## config.mk

```make
export PLATFORM = sky130hd
export DESIGN_NAME = chameleon_noise_gen
export DESIGN_NICKNAME = d
export VERILOG_FILES = /design/src/rtl/chameleon_noise_gen.sv
export SDC_FILE = /design/constraint.sdc
export NUM_CORES = 1
export LEC_CHECK = 0
export ABC_AREA = 1
export CORE_UTILIZATION = 30
export CTS_BUF_LIST = sky130_fd_sc_hd__clkbuf_4
export CTS_CLUSTER_SIZE = 40
export DETAILED_ROUTE_END_ITERATION = 10
export PLACE_DENSITY = 0.47
export SYNTH_ARGS = -nofsm -noshare
export SYNTH_HDL_FRONTEND = slang
export SYNTH_SLANG_ARGS = --single-unit
```

## constraint.sdc

```tcl
create_clock -name clk_sys -period 2.1 [get_ports clk_sys]
set_input_delay 0.42 -clock clk_sys [delete_from_list [all_inputs] [get_ports clk_sys]]
set_output_delay 0.42 -clock clk_sys [all_outputs]
set_load 0.05 [all_outputs]
```

## src/rtl/chameleon_noise_gen.sv

```systemverilog
// Renders one 256x256 frame of tinted LFSR noise per enabled vs rising edge, one pixel every PIX_DIV clocks.
// First strobe PIX_DIV cycles after the vs edge; no backpressure, a vs edge arriving mid-frame is dropped and flagged.
module chameleon_noise_gen #(
  parameter int unsigned PIX_DIV   = 4,
  parameter logic [31:0] LFSR_SEED = 32'hACE12345
) (
  input  logic       clk_sys,
  input  logic       reset_n,
  input  logic       enable,
  input  logic       vs,
  input  logic [1:0] noise_sel,
  output logic [7:0] hh,
  output logic [7:0] vv,
  output logic [2:0] red,
  output logic [2:0] green,
  output logic [1:0] blue,
  output logic       color_ready,
  output logic       frame,
  output logic       busy,
  output logic       dropped
);

  localparam logic [1:0]  ST_IDLE   = 2'd0;
  localparam logic [1:0]  ST_RENDER = 2'd1;
  localparam logic [1:0]  ST_FLIP   = 2'd2;
  localparam logic [31:0] LFSR_MASK = 32'h80200003;
  localparam logic [7:0]  DIV_LAST  = 8'(PIX_DIV - 1);

  logic [1:0]  state;
  logic        vs_d;
  logic [1:0]  sel_q;
  logic [7:0]  x;
  logic [7:0]  y;
  logic [7:0]  div;
  logic [31:0] lfsr;
  logic [31:0] lfsr_next;
  logic        vs_rise;
  logic [2:0]  inten;
  logic [2:0]  tint_r;
  logic [2:0]  tint_g;
  logic [1:0]  tint_b;

  assign vs_rise   = vs & ~vs_d;
  assign busy      = (state == ST_RENDER) || (state == ST_FLIP);
  assign lfsr_next = lfsr[0] ? ((lfsr >> 1) ^ LFSR_MASK) : (lfsr >> 1);
  assign inten     = lfsr[7:5];

  always_comb begin
    tint_r = 3'd0;
    tint_g = 3'd0;
    tint_b = 2'd0;
    case (sel_q)
      2'd0: begin
        tint_r = inten;
        tint_g = inten;
        tint_b = inten[2:1];
      end
      2'd1:    tint_r = inten;
      2'd2:    tint_g = inten;
      default: tint_b = inten[2:1];
    endcase
  end

  always_ff @(posedge clk_sys or negedge reset_n) begin
    if (!reset_n) begin
      vs_d    <= 1'b0;
      dropped <= 1'b0;
    end else begin
      vs_d    <= vs;
      dropped <= vs_rise && busy;
    end
  end

  always_ff @(posedge clk_sys or negedge reset_n) begin
    if (!reset_n) begin
      state       <= ST_IDLE;
      sel_q       <= 2'd0;
      x           <= 8'd0;
      y           <= 8'd0;
      div         <= 8'd0;
      lfsr        <= LFSR_SEED;
      hh          <= 8'd0;
      vv          <= 8'd0;
      red         <= 3'd0;
      green       <= 3'd0;
      blue        <= 2'd0;
      color_ready <= 1'b0;
      frame       <= 1'b0;
    end else begin
      color_ready <= 1'b0;
      frame       <= 1'b0;
      case (state)
        ST_IDLE: begin
          if (vs_rise && enable) begin
            sel_q <= noise_sel;
            x     <= 8'd0;
            y     <= 8'd0;
            div   <= 8'd0;
            state <= ST_RENDER;
          end
        end
        ST_RENDER: begin
          // Abort keeps the LFSR where it stopped; the next frame continues the sequence.
          if (!enable) begin
            state <= ST_IDLE;
          end else if (div == DIV_LAST) begin
            color_ready <= 1'b1;
            hh          <= x;
            vv          <= y;
            red         <= tint_r;
            green       <= tint_g;
            blue        <= tint_b;
            lfsr        <= lfsr_next;
            x           <= x + 8'd1;
            div         <= 8'd0;
            if (x == 8'hFF) y <= y + 8'd1;
            if (x == 8'hFF && y == 8'hFF) state <= ST_FLIP;
          end else begin
            div <= div + 8'd1;
          end
        end
        ST_FLIP: begin
          frame <= 1'b1;
          state <= ST_IDLE;
        end
        default: state <= ST_IDLE;
      endcase
    end
  end

endmodule

```

Yosys cells after proc, flatten, opt, wreduce, memory -nomap -nowiden. Cells that the tools add are included.

Output and inout bits: 28. Input port bits: 6. Logic and storage cells: 74. Flip-flop bits (word level): 88.

Equality and inequality tests: 13. Multiplexer cells: 24. Reductions and logical operators: 16. Add/sub/neg operators: 3. Bitwise gates (word level): 3.

Operators by type and width (count): $mux W8 (8); $pmux W8 S2 (3); $mux W32 (1); $add A8 B1 Y8 const B (3); $eq A8 B8 Y1 const B (2); $mux W2 (5); $reduce_and A3 Y1 (3); $eq A8 B2 Y1 const B (1); $mux W3 (2); $ne A3 B2 Y1 const B (2); $reduce_or A2 Y1 (3); $reduce_and A5 Y1 (1); $eq A2 B1 Y1 const B (2); $eq A2 B2 Y1 const B (2); $logic_not A2 Y1 (2); $mux W1 (4); $ne A2 B1 Y1 const B (2); $ne A2 B2 Y1 const B (2); $not A3 Y4 (1); $pmux W2 S2 (1); $reduce_and A4 Y1 (1); $logic_and A1 B1 Y1 (3); $reduce_and A2 Y1 (1); $reduce_bool A2 Y1 (1); other kinds (3) (3).

Logic depth before layout (Yosys ltp).
Depth in word-level cells: 6. Mapped depth: 10. Mapped depth without buffers: 9.

Worst setup path before layout. OpenSTA, ideal clock, no wires.

Kind: register -> register. From: register state[1]. To: register y[7]. Arrival: 1.469 ns. Period minus slack after synthesis: 1.587 ns. Slack: 0.513 ns. Path buffers: 2. Required time: 1.982 ns. Library setup time: 0.118 ns. Stages on the path, launching flop included: 11. Path through: dfrtp_1 -> inv_1 -> ha_1 -> buf_4 -> o21ai_1 -> nand2_1 -> inv_2 -> nand3_2 -> buf_6 -> nand2_1 -> o21ai_2.

Word-level cells in the longest chain between the ends: 3. Elaborated cells on any way between the ends: 9. Those cells by class: eq/ne (5); mux (1); reduce/logical (3).

RTL lines: start: declaration (RTL line 29) `logic [1:0] state;`; start signal: assignment (RTL line 76) `state <= ST_IDLE;`; start signal: assignment (RTL line 99) `state <= ST_RENDER;`; start signal: assignment (RTL line 105) `state <= ST_IDLE;`; $eq A2 B1 Y1 / $logic_not A2 Y1 (equally long branches) (RTL line 92) `case (state)`; $ne A2 B1 Y1 (no source line), or another cell as far along; $reduce_and A5 Y1 (no source line); end signal: assignment (RTL line 116) `if (x == 8'hFF) y <= y + 8'd1;`; end: declaration (RTL line 33) `logic [7:0] y;`.

Parallel ways exist; a longest one is shown, timed or not. A chain may end at the register's enable or synchronous reset.

Final worst setup path.
From: register frame. To: output port frame.

RTL lines: start: declaration (RTL line 18) `output logic frame,`; start signal: assignment (RTL line 88) `frame <= 1'b0;`; start signal: assignment (RTL line 91) `frame <= 1'b0;`; start signal: assignment (RTL line 123) `frame <= 1'b1;`.

No word-level cell between the ends.

==> impl_metrics.csv <==
group,metric,value,unit
status,status,"finished clean",
logic_synthesis,synth_cell_types,29,
clock_network,cts_tree,"yes",
power_and_ir_drop,p_int,2.890,mW
logic_synthesis,netlist_instances,444,
sta,fin_tns_setup,0,ps
power_and_ir_drop,p_switching,1.494,mW
logic_synthesis,syn_nets,459,
critical_path,r2r-start,"state[1]",
cells_and_area,antenna_cells,0,
cells_and_area,drive_above_1_share,0.1191,
power_and_ir_drop,p_clk_frac,0.254,
drt,wl_met1,3604,um
sta,max_freq,498.8,MHz
critical_path,path_cells,"clkdlybuf4s50_1",
power_and_ir_drop,seq_power_share,0.500,
logic_synthesis,yosysWarnings,0,
logic_synthesis,synth_seq_area_share,0.5580,
floorplanning,dieWidth,117.1,um
power_and_ir_drop,p_comb_frac,0.247,
drt,ant_nets,0,
power_and_ir_drop,p_per_area,949.2,nW/um^2
cells_and_area,fin_area,4618,um^2
placed_design,place.gp.congestion,0.7742,
logic_synthesis,synthTopCellsByArea,"dfrtp_1 (47%), nand2_1 (13%), dfstp_2 (9.2%)",
sta,setup_viol,0,
clock_network,cts_root_buf,"clkbuf_4",
clock_network,clkTransAtPathRegs,140,ps
cells_and_area,fillers,1325,
sta,setup_ws,95.03,ps
cells_and_area,final_common_cell,"nand2_1",
global_routing,grt_pass1_wl,13280,um
cells_and_area,syn_to_final_growth,16.11,%
critical_path,critPathLaunchType,"flip-flop",
run,drv_cap,0,
drt,drcViolationCount,0,
cells_and_area,nets,497,
sta,tightest_slew,655.5,ps
logic_synthesis,synth_top_area_share,0.4656,
sta,min_period_over_period,0.9547,
drt,first_pass_iters,4,
floorplanning,die_h,117.1,um
sta,hold_violations,0,
logic_synthesis,synth_area_leader_cell,"dfrtp_1",
floorplanning,start_util,0.3114,
global_routing,grt_pass1_vias,2850,
drt,viasPerCell,4.314,
critical_path,slowest_stage,"clkdlybuf4s50_1",
global_routing,grt_antenna_before_repair,0,
global_routing,overflow,0,
sta,clock_skew,23.26,ps
logic_synthesis,synth_area,3978,um^2
power_and_ir_drop,switching_share,0.3407,
clock_network,insertion_delay,460,ps
floorplanning,core_area,12770,um^2
critical_path,r2r_end,"y[7]",
critical_path,critical_path_buf_inv_count,1,
drt,wl_met2,3587,um
global_routing,grt_max_degree,72,
drt,route.met3.wl,255,um
clock_network,cts_setup_buffers,0,
power_and_ir_drop,leakage,2.320,nW
drt,num_vias,2843,
clock_network,cts_buffer_depth,2,
placed_design,dp_hpwl,5200,um
critical_path,worst-r2r-cell-count,10,
cells_and_area,final_cell_mix,"nand2_1 (136), dfrtp_1 (74), inv_1 (48), o21ai_1 (36), o21ai_0 (29)",
drt,first_iter_violations,158,
floorplanning,row_count,41,
sta,slew_headroom,0.5630,
drt,wire_per_inst,11.44,um
critical_path,critical_path.top_delay_family,"buffers and inverters",
critical_path,critPathKind,"flip-flop to output pin",
placed_design,portBuffers,33,
drt,drt_wl_total,7542,um
floorplanning,dieArea,13720,um^2
critical_path,cp.arrival,1580,ps
clock_network,clock-sinks,88,
floorplanning,io_pins,34,
hold_path,hold_class,"primary input to async pin",
power_and_ir_drop,peakVddDrop,0.5246,mV
placed_design,post_dp_cell_area,4464,um^2
drt,top_layer_used,"met4",
global_routing,track_usage,0.1277,
clock_network,numCtsBuffers,9,
critical_path,end_kind,"output pin",
logic_synthesis,synth_seq_cells,88,
critical_path,cpPeakStageDelay,800,ps
critical_path,crit_path_max_fanout,1,
logic_synthesis,avgSynthCellArea,8.958,um^2
sta,rsz0062_at_grt,"no",
sta,layout_min_cycle_time,2005,ps
clock_network,htreeDepth,3,
sta,maxSlewViolCount,0,
placed_design,pre_cts_ws,75.90,ps
critical_path,rrSetupSlack,270,ps
critical_path,cp_data_required_time,1680,ps
Yosys cell counts, drive strengths merged:
master and instances:
a21oi 5, and3 1, buf 14, clkbuf 1, dfrtp 74, dfstp 14, ha 9, inv 52
nand2 136, nand3 24, nand3b 1, nand4 2, nor2 24, nor3 4, o21ai 73, or2 1
xnor2 3, xor2 6
per-layer routing:
layer,vias up,track usage
met5,-,0
met3,9,0.04222
met2,23,0.2118
met4,0,0.04051
li1,1474,-
met1,1337,0.1572
registers in the layout, summed over array words and instances (netlist names):
| name | count |
|---|---|
| blue | 2 |
| color_ready | 1 |
| div | 8 |
| dropped | 1 |
| frame | 1 |
| green | 3 |
| hh | 8 |
| lfsr | 32 |
| red | 3 |
| sel_q | 2 |
| state | 2 |
| vs_d | 1 |
| vv | 8 |
| x | 8 |
| y | 8 |
worst max-delay path by stage:
stage | startpoint | to | slack [ps] | depth (start not counted)
after floorplan | state[1] | y[7] | 510 | 10
after global placement | vs | y[6] | 110 | 9
after detailed placement | vs | y[0] | 80 | 9
after CTS | green[1] | green[1] | 4 | 1
after global routing | frame | frame | 10 | 1
final | frame | frame | 100 | 1
layout make-up:
type	instances	area [um^2]	share of cell area
Sequential cell	88	2220	0.4806
Multi-Input combinational cell	289	1421	0.3078
Timing Repair Buffer	42	399.1	0.08643
Tap cell	172	215.2	0.04660
Inverter	52	197.7	0.04281
Clock inverter	6	90.09	0.01951
Clock buffer	10	75.07	0.01626
metrics by stage:
stage               power (mW)  instances  hold WS (ps)  utilization
global route             4.717        659         415.1       0.3615
CTS                      4.469        659         398.7       0.3610
finish                   4.383        659         420.6       0.3615
global placement         3.311        642         389.8       0.3495
detailed placement       3.330        642         400.9       0.3495
floorplan                3.048        444         124.4            -
power groups by stage:
stage	logic [mW]	clock network, mW	registers, mW
floorplan	0.827	0	2.22
global placement	1.09	0	2.22
detailed placement	1.10	0	2.23
CTS	1.11	1.17	2.19
global route	1.25	1.24	2.23
finish	1.08	1.11	2.19
cells by family after synthesis:
family / synth area share
flip-flops: 0.5580
adder cells (fa/ha/maj): 0.02831
AO/OA/AOI/OAI: 0.1057
AND/OR/NAND/NOR: 0.2035
XOR/XNOR: 0.01982
buffers and inverters: 0.08462
what timing repair did:
| action | in CTS | in global routing |
|---|---|---|
| hold endpoints to repair | 26 | 0 |
| endpoints found under the setup margin | 23 | 3 |
| gates resized for setup | 23 | 3 |
| cloned | 0 | 0 |
| hold buffers | 1 | 0 |
Note: power is estimated with default switching activity, not from simulation.
